File: config.mk
export PLATFORM = sky130hd
export DESIGN_NAME = noc_local_ni
export DESIGN_NICKNAME = d
export VERILOG_FILES = /design/src/rtl/noc_local_ni.sv
export SDC_FILE = /design/constraint.sdc
export NUM_CORES = 1
export LEC_CHECK = 0
export CELL_PAD_IN_SITES_DETAIL_PLACEMENT = 1
export CELL_PAD_IN_SITES_GLOBAL_PLACEMENT = 1
export CORE_UTILIZATION = 53
export CTS_CLUSTER_SIZE = 16
export DETAILED_ROUTE_END_ITERATION = 16
export PLACE_DENSITY = 0.81
export SLEW_MARGIN = 10
export SYNTH_ARGS = -nofsm -noshare
export SYNTH_HDL_FRONTEND = slang
export SYNTH_SLANG_ARGS = --single-unit
File: constraint.sdc
create_clock -name clk -period 10.6 [get_ports clk]
set_input_delay 1.59 -clock clk [delete_from_list [all_inputs] [get_ports clk]]
set_output_delay 1.59 -clock clk [all_outputs]
set_load 0.005 [all_outputs]
File: src/rtl/noc_local_ni.sv
// noc_local_ni: network interface on a router's Local port (TX injector + RX ejector).
// Define NI_STATS_EN to build the tx/rx/drop counters and max-latency tracker.
module noc_local_ni #(
  parameter logic [3:0] NODE_ID  = 4'd0,
  parameter int         DEPTH    = 8,
  parameter int         WIDTH    = 3,
  parameter int         DATASIZE = 40
) (
  input  logic                clk,
  input  logic                rst_n,
  input  logic                core_tx_valid,
  output logic                core_tx_ready,
  input  logic [3:0]          core_tx_dst,
  input  logic [21:0]         core_tx_data,
  input  logic [1:0]          core_tx_type,
  output logic [DATASIZE-1:0] ni_data_out,
  output logic                ni_valid_out,
  input  logic                router_full,
  input  logic [DATASIZE-1:0] router_data_in,
  input  logic                router_valid_in,
  output logic                core_rx_valid,
  input  logic                core_rx_ready,
  output logic [3:0]          core_rx_src,
  output logic [21:0]         core_rx_data,
  output logic [1:0]          core_rx_type,
  output logic [7:0]          core_rx_latency,
  output logic                misroute_err,
  output logic [15:0]         tx_count,
  output logic [15:0]         rx_count,
  output logic [15:0]         drop_count,
  output logic [7:0]          max_latency
);

  localparam int TXW = 28;
  localparam int RXW = 36;
  localparam logic [WIDTH:0] FULL_CNT = (WIDTH+1)'(DEPTH);

  logic [7:0] ts_cnt_q;

  // ---------------- TX path ----------------
  logic [TXW-1:0]   tx_mem [DEPTH];
  logic [WIDTH-1:0] tx_wr_q, tx_rd_q;
  logic [WIDTH:0]   tx_cnt_q;
  logic             tx_full, tx_empty, tx_push, tx_pop;
  logic [TXW-1:0]   tx_head;

  assign tx_full       = (tx_cnt_q == FULL_CNT);
  assign tx_empty      = (tx_cnt_q == '0);
  assign tx_push       = core_tx_valid & ~tx_full;
  assign tx_pop        = ~tx_empty & ~router_full;
  assign tx_head       = tx_mem[tx_rd_q];
  assign core_tx_ready = ~tx_full;
  assign ni_valid_out  = tx_pop;

  // Timestamp is taken at injection, so the flit carries network-only latency.
  assign ni_data_out = tx_pop ? DATASIZE'({NODE_ID, tx_head[27:24], ts_cnt_q,
                                           tx_head[23:2], tx_head[1:0]})
                              : '0;

  always_ff @(posedge clk) begin
    if (tx_push) begin
      tx_mem[tx_wr_q] <= {core_tx_dst, core_tx_data, core_tx_type};
    end
  end

  always_ff @(posedge clk or negedge rst_n) begin
    if (!rst_n) begin
      tx_wr_q  <= '0;
      tx_rd_q  <= '0;
      tx_cnt_q <= '0;
      ts_cnt_q <= '0;
    end else begin
      ts_cnt_q <= ts_cnt_q + 8'd1;
      if (tx_push) tx_wr_q <= tx_wr_q + 1'b1;
      if (tx_pop)  tx_rd_q <= tx_rd_q + 1'b1;
      case ({tx_push, tx_pop})
        2'b10:   tx_cnt_q <= tx_cnt_q + 1'b1;
        2'b01:   tx_cnt_q <= tx_cnt_q - 1'b1;
        default: tx_cnt_q <= tx_cnt_q;
      endcase
    end
  end

  // ---------------- RX path ----------------
  logic [RXW-1:0]   rx_mem [DEPTH];
  logic [WIDTH-1:0] rx_wr_q, rx_rd_q;
  logic [WIDTH:0]   rx_cnt_q;
  logic             rx_full, rx_empty, rx_push, rx_pop;
  logic [7:0]       rx_lat;
  logic [RXW-1:0]   rx_head;
  logic             misroute_q;

  assign rx_full  = (rx_cnt_q == FULL_CNT);
  assign rx_empty = (rx_cnt_q == '0);
  assign rx_pop   = ~rx_empty & core_rx_ready;
  // A pop in the same cycle frees the slot, so a full FIFO can still accept.
  assign rx_push  = router_valid_in & (~rx_full | rx_pop);
  assign rx_lat   = ts_cnt_q - router_data_in[31:24];
  assign rx_head  = rx_mem[rx_rd_q];

  assign core_rx_valid   = ~rx_empty;
  assign core_rx_src     = rx_empty ? 4'd0  : rx_head[35:32];
  assign core_rx_data    = rx_empty ? 22'd0 : rx_head[31:10];
  assign core_rx_type    = rx_empty ? 2'd0  : rx_head[9:8];
  assign core_rx_latency = rx_empty ? 8'd0  : rx_head[7:0];
  assign misroute_err    = misroute_q;

  always_ff @(posedge clk) begin
    if (rx_push) begin
      rx_mem[rx_wr_q] <= {router_data_in[39:36], router_data_in[23:2],
                          router_data_in[1:0], rx_lat};
    end
  end

  always_ff @(posedge clk or negedge rst_n) begin
    if (!rst_n) begin
      rx_wr_q    <= '0;
      rx_rd_q    <= '0;
      rx_cnt_q   <= '0;
      misroute_q <= 1'b0;
    end else begin
      if (rx_push) rx_wr_q <= rx_wr_q + 1'b1;
      if (rx_pop)  rx_rd_q <= rx_rd_q + 1'b1;
      case ({rx_push, rx_pop})
        2'b10:   rx_cnt_q <= rx_cnt_q + 1'b1;
        2'b01:   rx_cnt_q <= rx_cnt_q - 1'b1;
        default: rx_cnt_q <= rx_cnt_q;
      endcase
      if (router_valid_in && (router_data_in[35:32] != NODE_ID)) begin
        misroute_q <= 1'b1;
      end
    end
  end

  // ---------------- Statistics ----------------
`ifdef NI_STATS_EN
  logic        rx_drop;
  logic [15:0] tx_count_q, rx_count_q, drop_count_q;
  logic [7:0]  max_lat_q;

  assign rx_drop = router_valid_in & ~rx_push;

  always_ff @(posedge clk or negedge rst_n) begin
    if (!rst_n) begin
      tx_count_q   <= '0;
      rx_count_q   <= '0;
      drop_count_q <= '0;
      max_lat_q    <= '0;
    end else begin
      if (tx_pop && (tx_count_q != 16'hFFFF))    tx_count_q   <= tx_count_q + 16'd1;
      if (rx_push && (rx_count_q != 16'hFFFF))   rx_count_q   <= rx_count_q + 16'd1;
      if (rx_drop && (drop_count_q != 16'hFFFF)) drop_count_q <= drop_count_q + 16'd1;
      if (rx_push && (rx_lat > max_lat_q))       max_lat_q    <= rx_lat;
    end
  end

  assign tx_count    = tx_count_q;
  assign rx_count    = rx_count_q;
  assign drop_count  = drop_count_q;
  assign max_latency = max_lat_q;
`else
  assign tx_count    = '0;
  assign rx_count    = '0;
  assign drop_count  = '0;
  assign max_latency = '0;
`endif

endmodule

==> results.sh, run 1 <==
export IMPL_grt_usage_pct=23.2
export IMPL_ys_warn_count=0
export IMPL_grt_pass1_vias=11600
export IMPL_min_path_type="flop to flop"
export IMPL_powerDensity_nw_per_um2=269
export IMPL_path_class="input pin to output pin"
export IMPL_syn_to_final_growth_pct=17.0
export IMPL_required_ps=9010
export IMPL_drt_pass1_iterations=4
export IMPL_layout_common_cells="edfxtp_1 (512), clkdlybuf4s50_1 (149), mux4_2 (128), nor2_1 (72), mux2i_1 (66)"
export IMPL_hold_depth=1
export IMPL_cts_made_buffers=53
export IMPL_drv_slew=0
export IMPL_dieArea_um2=41900
export IMPL_relSlewSlack_pct=27.9
export IMPL_synth_top_family_by_area="multiplexers"
export IMPL_max_clock_freq_mhz=187
export IMPL_io_buffers=149
export IMPL_endpoint_kind="output pin"
export IMPL_routed_wl_um=47300
export IMPL_rr_endpoint="tx_cnt_q[2]"
export IMPL_rows=73
export IMPL_nNetsFinal=1355
export IMPL_yosysSeqAreaShare_pct=73.9
export IMPL_critPathLaunchType="input pin"
export IMPL_hold_viol=0
export IMPL_preCtsSetupSlack_ps=5230
export IMPL_final_common_cell="edfxtp_1"
export IMPL_critPathSlowestCell="or2_2"
export IMPL_synth_compound_area_share_pct=0.919
export IMPL_synth_flop_cell="edfxtp_1"
export IMPL_cpLargestDelayFamily="buffers and inverters"
export IMPL_core_area_um2=40100
export IMPL_p_leak_nw=8.61
export IMPL_ys_ff_latch=541
export IMPL_fillers=3300
export IMPL_postCtsSetupBuffers=0
export IMPL_drtAntennaViolNets=0
export IMPL_arrival_ps=3740
export IMPL_cts_resized_gates=0
export IMPL_skew_ps=25.1
export IMPL_clockRootBuffer="clkbuf_16"
export IMPL_start_util_pct=54.3
export IMPL_path_clk_slew_ps=60
export IMPL_reg2regPathDepth=10
export IMPL_fin_crit_sh_pct=50.3
export IMPL_grt_ovfl_total=0
export IMPL_drc=0
export IMPL_design_area_um2=25500
export IMPL_max_cap_violations=0
export IMPL_min_period_ps=5330
export IMPL_synthAdderAreaFrac_pct=1.16
export IMPL_num_io_pins=210
export IMPL_synthSimpleGateAreaFrac_pct=3.11
export IMPL_cp_cell_sequence="clkdlybuf4s50_1 > or2_2 > inv_1 > and2_1 > clkdlybuf4s50_1"
export IMPL_rsz0062_at_grt="no"
export IMPL_syn_area_um2=21800
export IMPL_synthMuxAreaShare_pct=16.5
export IMPL_cp_max_fo=34
export IMPL_timing_critical_path_slowest_cell_delay_ps=630
export IMPL_syn_inst=1080
export IMPL_rr_startpoint="tx_cnt_q[1]"
export IMPL_dp_hpwl_um=28000
export IMPL_ir_worst_vdd_uv=209
export IMPL_grt_antenna_before_repair=5
export IMPL_synth_xor_area_share_pct=1.00
export IMPL_utilization_pct=63.6
export IMPL_drive_gt1_share_pct=20.4
export IMPL_htreeDepth=2
export IMPL_grt_pass1_wl_um=70700
export IMPL_clock_path_buffers=3
export IMPL_fp_dieW_um=205
export IMPL_drt_iter0_markers=751
export IMPL_min_from="misroute_err"
export IMPL_met1_length_um=18200
export IMPL_via_per_inst=5.73
export IMPL_clk_latency_ps=590
export IMPL_ys_types=53
export IMPL_cp_common_cell="clkdlybuf4s50_1"
export IMPL_wl_per_cell_um=25.8
export IMPL_tns_ps=0
export IMPL_setup_viol=0
export IMPL_hold_path_end="misroute_err"
export IMPL_vias=10500
export IMPL_routed_top_layer="met5"
export IMPL_cts_tree="built"
export IMPL_status="complete, no violations"
export IMPL_synth_edf_count=512
export IMPL_worstMarginPinSlew_ps=1080
export IMPL_cts_hold_buf=0
export IMPL_async_reset_ff_share_pct=5.36
export IMPL_dpl_cell_area_um2=23800
export IMPL_synth_avg_cell_area_um2=20.2
export IMPL_worst_slack_ps=5270
export IMPL_place_gp_congestion=0.720
export IMPL_clock_sinks=541
export IMPL_path_buf_inv=3
export IMPL_r2r_slack_ps=7380
export IMPL_met2_length_um=25200
export IMPL_grt_max_degree=59
export IMPL_met3_length_um=2790
export IMPL_die_h_um=205
-- Yosys cell counts, drive strengths merged, types with 2 or more instances --
| master | number | share of area [%] |
|---|---|---|
| a2111oi | 2 | 0.080 |
| a21o | 2 | 0.069 |
| a21oi | 5 | 0.11 |
| and2 | 5 | 0.14 |
| buf | 92 | 2.8 |
| clkbuf | 15 | 0.26 |
| dfrtp | 29 | 3.3 |
| edfxtp | 512 | 71 |
| fa | 2 | 0.18 |
| ha | 17 | 0.98 |
| inv | 18 | 0.31 |
| mux2 | 4 | 0.22 |
| mux2i | 66 | 3.0 |
| mux4 | 128 | 13 |
| nand2 | 19 | 0.33 |
| nand2b | 7 | 0.20 |
| nand3 | 6 | 0.14 |
| nor2 | 80 | 1.4 |
| nor2b | 5 | 0.14 |
| nor3 | 7 | 0.21 |
| nor3b | 3 | 0.10 |
| nor4 | 2 | 0.057 |
| o21a | 2 | 0.069 |
| o21ai | 4 | 0.092 |
| o22ai | 2 | 0.057 |
| o41ai | 2 | 0.080 |
| or2 | 4 | 0.11 |
| or4b | 2 | 0.11 |
| xnor2 | 20 | 0.80 |
| xor2 | 5 | 0.20 |
-- area by class of cell --
class / instances / area (um2) / area share (%)
diodes: 2 / 5.00 / 0.0196
clock buffers: 64 / 1390 / 5.45
clock inverters: 34 / 338 / 1.32
inverters: 18 / 67.6 / 0.265
multi-input cells: 473 / 5240 / 20.6
flip-flops and latches: 541 / 16100 / 63.2
well taps: 525 / 657 / 2.58
repair buffers: 175 / 1690 / 6.61
-- worst max path at each step --
stage,start,to,slack (ps),cells after the start
after floorplan,router_valid_in,rx_mem[1][0],4350,3
after global placement,router_full,ni_data_out[26],5340,5
after detailed placement,router_full,ni_data_out[31],5230,5
after CTS,rx_rd_q[0],core_rx_latency[1],5170,5
after global routing,rx_rd_q[0],core_rx_latency[1],5070,5
final,router_full,ni_data_out[31],5270,5
-- per-layer routing --
| metal | vias to the layer above | track usage, % |
|---|---|---|
| met3 | 92 | 4.71 |
| met2 | 315 | 41.5 |
| met4 | 8 | 7.06 |
| met5 | - | 0 |
| met1 | 5526 | 28.4 |
| li1 | 4554 | - |
-- worst reg2reg max path: cells and delay by family, from the launching register on --
family	cells	cell delay, ps
compound gates	1	140
xor+xnor	3	470
fa+ha+maj	2	540
buf+inv	1	350
flops	1	470
simple gates	3	1120
-- registers in the layout, summed over array words and instances (netlist names) --
name / count
misroute_err: 1
ts_cnt_q: 8
tx_wr_q: 3
rx_rd_q: 3
rx_mem: 288
tx_cnt_q: 4
rx_cnt_q: 4
rx_wr_q: 3
tx_rd_q: 3
tx_mem: 224
-- metrics by stage --
step	total power [mW]	hold slack, ps	cells
6_report	6.86	475	1832
5_1_grt	7.16	499	1830
4_1_cts	6.96	475	1830
3_5_place_dp	5.07	455	1732
3_3_place_gp	4.97	456	1732
2_1_floorplan	4.18	459	1139
-- cells by family (layout without fill, tap and decap cells) --
logic type	after synthesis	after routing
xor+xnor	25	25
other cells	1	62
fa+ha+maj	19	19
compound gates	26	26
mux	198	198
buf+inv	125	291
simple gates	145	145
flops	541	541
-- power breakdown --
| part | internal (mW) | total (mW) | switching (mW) |
|---|---|---|---|
| registers | 2.69 | 2.90 | 0.205 |
| logic | 1.09 | 2.11 | 1.02 |
| clock network | 1.08 | 1.86 | 0.780 |
| total | 4.86 | 6.86 | 2.00 |
(Power assumes the default switching activity.)
==> run 2, diff against run 1 <==
Settings changed: CORE_UTILIZATION 53 to 45, PLACE_DENSITY 0.81 to 0.73.
Clock period 10.6 ns to 4.47 ns, I/O delays scaled along.
==> results.sh, run 2 (same netlist as run 1, synthesis figures left out) <==
export IMPL_relSlewSlack_pct=30.5
export IMPL_clockRootBuffer="clkbuf_16"
export IMPL_use_met1_pct=23.0
export IMPL_path_buf_inv=2
export IMPL_largestRegisters="rx_mem x288, tx_mem x224, ts_cnt_q x8"
export IMPL_largest_reg_flops=288
export IMPL_num_io_pins=210
export IMPL_cts_tree="built"
export IMPL_postCtsSetupBuffers=0
export IMPL_drt_pass1_iterations=5
export IMPL_cts_hold_buf=0
export IMPL_dp_hpwl_um=25900
export IMPL_dieArea_um2=49300
export IMPL_clock_sinks=541
export IMPL_cp_max_fo=35
export IMPL_design_area_um2=25700
export IMPL_place_gp_congestion=0.730
export IMPL_worstMarginPinSlew_ps=1030
export IMPL_cts_resized_gates=0
export IMPL_largest_register="rx_mem"
export IMPL_syn_to_final_growth_pct=17.8
export IMPL_gr_usage_met3_pct=3.30
export IMPL_die_h_um=222
export IMPL_vias=10300
export IMPL_critPathLaunchType="flop"
export IMPL_cp_cell_sequence="buf_4 > mux4_2 > mux2i_1 > nor2_1 > clkdlybuf4s50_1"
export IMPL_grt_pass1_wl_um=67000
export IMPL_rsz0062_at_grt="no"
export IMPL_start_util_pct=45.6
export IMPL_layout_common_cells="edfxtp_1 (512), clkdlybuf4s50_1 (149), mux4_2 (128), nor2_1 (72), mux2i_1 (66)"
export IMPL_setup_viol=0
export IMPL_drc=0
export IMPL_fillers=4260
export IMPL_grt_pass1_vias=11100
export IMPL_final_common_cell="edfxtp_1"
export IMPL_use_met2_pct=32.1
export IMPL_grt_antenna_before_repair=3
export IMPL_required_ps=3800
export IMPL_critPathSlowestCell="dfrtp_2"
export IMPL_top_usage_layer="met2"
export IMPL_htreeDepth=2
export IMPL_seqCellArea_um2=16100
export IMPL_max_cap_violations=0
export IMPL_fin_total_pwr_mw=16.1
export IMPL_min_period_ps=3790
export IMPL_via_per_inst=5.34
export IMPL_p_leak_nw=8.65
export IMPL_fp_dieW_um=222
export IMPL_arrival_ps=3110
export IMPL_drtAntennaViolNets=0
export IMPL_grt_max_degree=47
export IMPL_drt_iter0_markers=601
export IMPL_powerDensity_nw_per_um2=627
export IMPL_cts_made_buffers=53
export IMPL_multiInputGateArea_um2=5260
export IMPL_clk_latency_ps=580
export IMPL_dpl_cell_area_um2=24000
export IMPL_fin_crit_sh_pct=84.7
export IMPL_status="complete, no violations"
export IMPL_max_clock_freq_mhz=264
export IMPL_path_clk_slew_ps=60
export IMPL_wl_per_cell_um=23.0
export IMPL_path_class="flop to output pin"
export IMPL_clock_path_buffers=3
export IMPL_antennaDiodeCount=0
export IMPL_core_area_um2=47700
export IMPL_drv_slew=0
export IMPL_cpLargestDelayFamily="flip-flops"
export IMPL_ir_worst_vdd_uv=421
export IMPL_skew_ps=9.22
export IMPL_io_buffers=149
export IMPL_grt_usage_pct=18.1
export IMPL_hold_viol=0
export IMPL_tns_ps=0
export IMPL_min_path_type="flop to flop"
export IMPL_grt_ovfl_total=0
export IMPL_nNetsFinal=1361
export IMPL_rows=80
export IMPL_drive_gt1_share_pct=21.1
export IMPL_endpoint_kind="output pin"
export IMPL_routed_wl_um=44200
export IMPL_timing_critical_path_slowest_cell_delay_ps=1000
==> run 2: cell types whose count changed in the layout (fill, tap and decap cells not counted), moves of 2 or more <==
cell	change
buf_4	+2
diode_2	-2
bufinv_16	-3
clkinv_2	+7
buf_12	+4
inv_6	+2
clkbuf_1	-6
==> run 2: where the power goes <==
group	internal (mW)	total (mW)	switching, mW
registers	6.38	6.94	0.559
clock network	2.39	4.25	1.86
logic	2.65	4.89	2.24
total	11.4	16.1	4.66
==> run 2: layer usage <==
metal / routed length (um) / vias up
met4: 641 / 6
met2: 23300 / 248
met3: 2080 / 57
li1: - / 4575
met5: 39 / -
met1: 18100 / 5398
==> run 2: path summary, 6_finish.rpt <==
check | start | end | slack, ps | depth (start not counted)
setup / recovery | rx_rd_q[1] | core_rx_latency[4] | 680 | 5
hold / removal | misroute_err | misroute_err | 470 | 1
setup reg to reg | rx_cnt_q[3] | rx_cnt_q[3] | 1410 | 8
hold reg to reg | misroute_err | misroute_err | 470 | 1
max in group asynchronous | rst_n | tx_rd_q[0] | 3650 | 2
min in group asynchronous | rst_n | misroute_err | 490 | 2
==> run 2: cell type report <==
class | instances | area share, %
flip-flops and latches | 541 | 62.8
multi-input cells | 473 | 20.5
repair buffers | 181 | 6.94
clock buffers | 58 | 5.33
well taps | 615 | 3.00
clock inverters | 40 | 1.17
inverters | 18 | 0.263
==> run 2: stage by stage <==
stage	hold WS, ps	std cells	utilization [%]	setup WS (ps)
2_1_floorplan	375	1139	-	124
3_3_place_gp	458	1828	50.2	1290
3_5_place_dp	458	1828	50.2	1140
4_1_cts	477	1926	53.7	590
5_1_grt	497	1926	53.7	538
6_report	474	1926	53.7	685
==> run 3, diff against run 2 <==
Clock period 4.47 ns to 3.4 ns, I/O delays scaled along.
==> results.sh, run 3 (same netlist as run 1, synthesis figures left out) <==
export IMPL_grt_max_degree=37
export IMPL_fp_dieW_um=222
export IMPL_worstMarginPinSlew_ps=927
export IMPL_dp_hpwl_um=27900
export IMPL_min_path_type="input pin to async pin"
export IMPL_cts_hold_buf=0
export IMPL_drv_slew=0
export IMPL_nNetsFinal=1383
export IMPL_largestRegisters="rx_mem x288, tx_mem x224, ts_cnt_q x8"
export IMPL_timing_critical_path_slowest_cell_delay_ps=770
export IMPL_final_common_cell="edfxtp_1"
export IMPL_endpoint_kind="output pin"
export IMPL_io_buffers=149
export IMPL_grt_usage_pct=19.3
export IMPL_htreeDepth=2
export IMPL_drc=0
export IMPL_min_period_ps=3260
export IMPL_path_class="flop to output pin"
export IMPL_cts_made_buffers=54
export IMPL_relSlewSlack_pct=37.4
export IMPL_r2r_slack_ps=430
export IMPL_via_per_inst=5.39
export IMPL_dpl_cell_area_um2=24300
export IMPL_ir_worst_vdd_uv=413
export IMPL_required_ps=2890
export IMPL_fin_crit_sh_pct=96.0
export IMPL_drive_gt1_share_pct=22.3
export IMPL_powerDensity_nw_per_um2=839
export IMPL_grt_ovfl_total=0
export IMPL_clk_latency_ps=610
export IMPL_critPathLaunchType="flop"
export IMPL_setup_viol=0
export IMPL_rows=80
export IMPL_critPathSlowestCell="dfrtp_4"
export IMPL_die_h_um=222
export IMPL_syn_to_final_growth_pct=19.8
export IMPL_drt_iter0_markers=751
export IMPL_core_area_um2=47700
export IMPL_largest_register="rx_mem"
export IMPL_arrival_ps=2750
export IMPL_design_area_um2=26100
export IMPL_fin_cells=1947
export IMPL_cp_cell_sequence="buf_4 > mux4_2 > mux2i_1 > nor2_1 > clkdlybuf4s50_1"
export IMPL_drt_pass1_iterations=5
export IMPL_num_io_pins=210
export IMPL_rr_startpoint="rx_cnt_q[3]"
export IMPL_layout_common_cells="edfxtp_1 (512), clkdlybuf4s50_1 (149), mux4_2 (128), nor2_1 (72), mux2i_1 (66)"
export IMPL_grt_pass1_wl_um=70200
export IMPL_antennaDiodeCount=0
export IMPL_hold_viol=0
export IMPL_worst_slack_ps=137
export IMPL_preCtsSetupSlack_ps=328
export IMPL_routed_wl_um=46600
export IMPL_placed_cells=1839
export IMPL_grt_antenna_before_repair=2
export IMPL_max_cap_violations=0
export IMPL_largest_reg_flops=288
export IMPL_clockRootBuffer="clkbuf_16"
export IMPL_reg2regPathDepth=8
export IMPL_start_util_pct=45.6
export IMPL_wl_per_cell_um=23.9
export IMPL_grt_pass1_vias=11500
export IMPL_place_gp_congestion=0.706
export IMPL_tns_ps=0
export IMPL_drtAntennaViolNets=0
export IMPL_p_leak_nw=8.85
export IMPL_dieArea_um2=49300
export IMPL_max_clock_freq_mhz=307
export IMPL_status="complete, no violations"
export IMPL_vias=10500
export IMPL_cp_max_fo=35
export IMPL_rr_endpoint="rx_cnt_q[3]"
export IMPL_cts_tree="built"
export IMPL_skew_ps=13.6
export IMPL_path_clk_slew_ps=60
export IMPL_clock_sinks=541
export IMPL_utilization_pct=54.7
export IMPL_rsz0062_at_grt="no"
export IMPL_clock_path_buffers=3
run 3: cell count changes in the layout (fill, tap and decap cells not counted), moves of 4 or more:
cell      delta
clkinv_1     -5
clkinv_2     -6
nor3_4       +4
buf_12      +11
clkbuf_1     +8
nor3_2       -4
buf_4       +10
run 3: how the worst max path moves through the flow:
stage	start	endpoint	slack, ps	depth (start not counted)
after detailed placement	core_rx_ready	rx_cnt_q[3]	330	9
final	rx_rd_q[1]	core_rx_latency[1]	140	5
after global placement	core_rx_ready	rx_cnt_q[3]	430	9
after CTS	tx_rd_q[1]	ni_data_out[1]	50	6
after floorplan	router_valid_in	rx_mem[1][0]	6	3
after global routing	rx_rd_q[1]	core_rx_data[13]	4	5
run 3: repair_timing:
action,CTS,global route
setup endpoints to repair,7,2
endpoints found under the hold margin,0,0
resized for setup,2,0
buffers inserted,9,1
run 3: worst max-delay path, delay by kind of cell (launching register included):
kind	cells	cell delay, ps
buffers and inverters	2	720
and+or+nand+nor	1	70
DFF	1	770
muxes	2	550
run 3: where the power goes:
part / internal, mW / leakage [nW] / switching, mW
Combinational: 3.74 / 3.01 / 3.17
Sequential: 8.39 / 4.98 / 0.666
Clock: 3.44 / 0.858 / 2.48
run 3: through the flow:
step                      hold slack [ps]  power (mW)
final                                 403        21.9
after global routing                  462        22.9
after CTS                             424        22.2
after detailed placement              469        16.1
after global placement                456        15.9
after floorplan                       214        13.0
run 3: area by class of cell:
class	count	area, um2
multi-input combinational	473	5300
inverter	18	67.6
tap	615	769
timing repair buffer	202	2080
clock buffer	67	1420
sequential	541	16100
fill	4256	21600
clock inverter	31	339
run 3: per-layer routing:
layer	wire length [um]	up-vias	global-route usage, %
met4	908	4	5.44
li1	-	4613	-
met1	18800	5556	23.8
met3	2190	70	3.34
met2	24700	249	34.7
met5	23	-	0
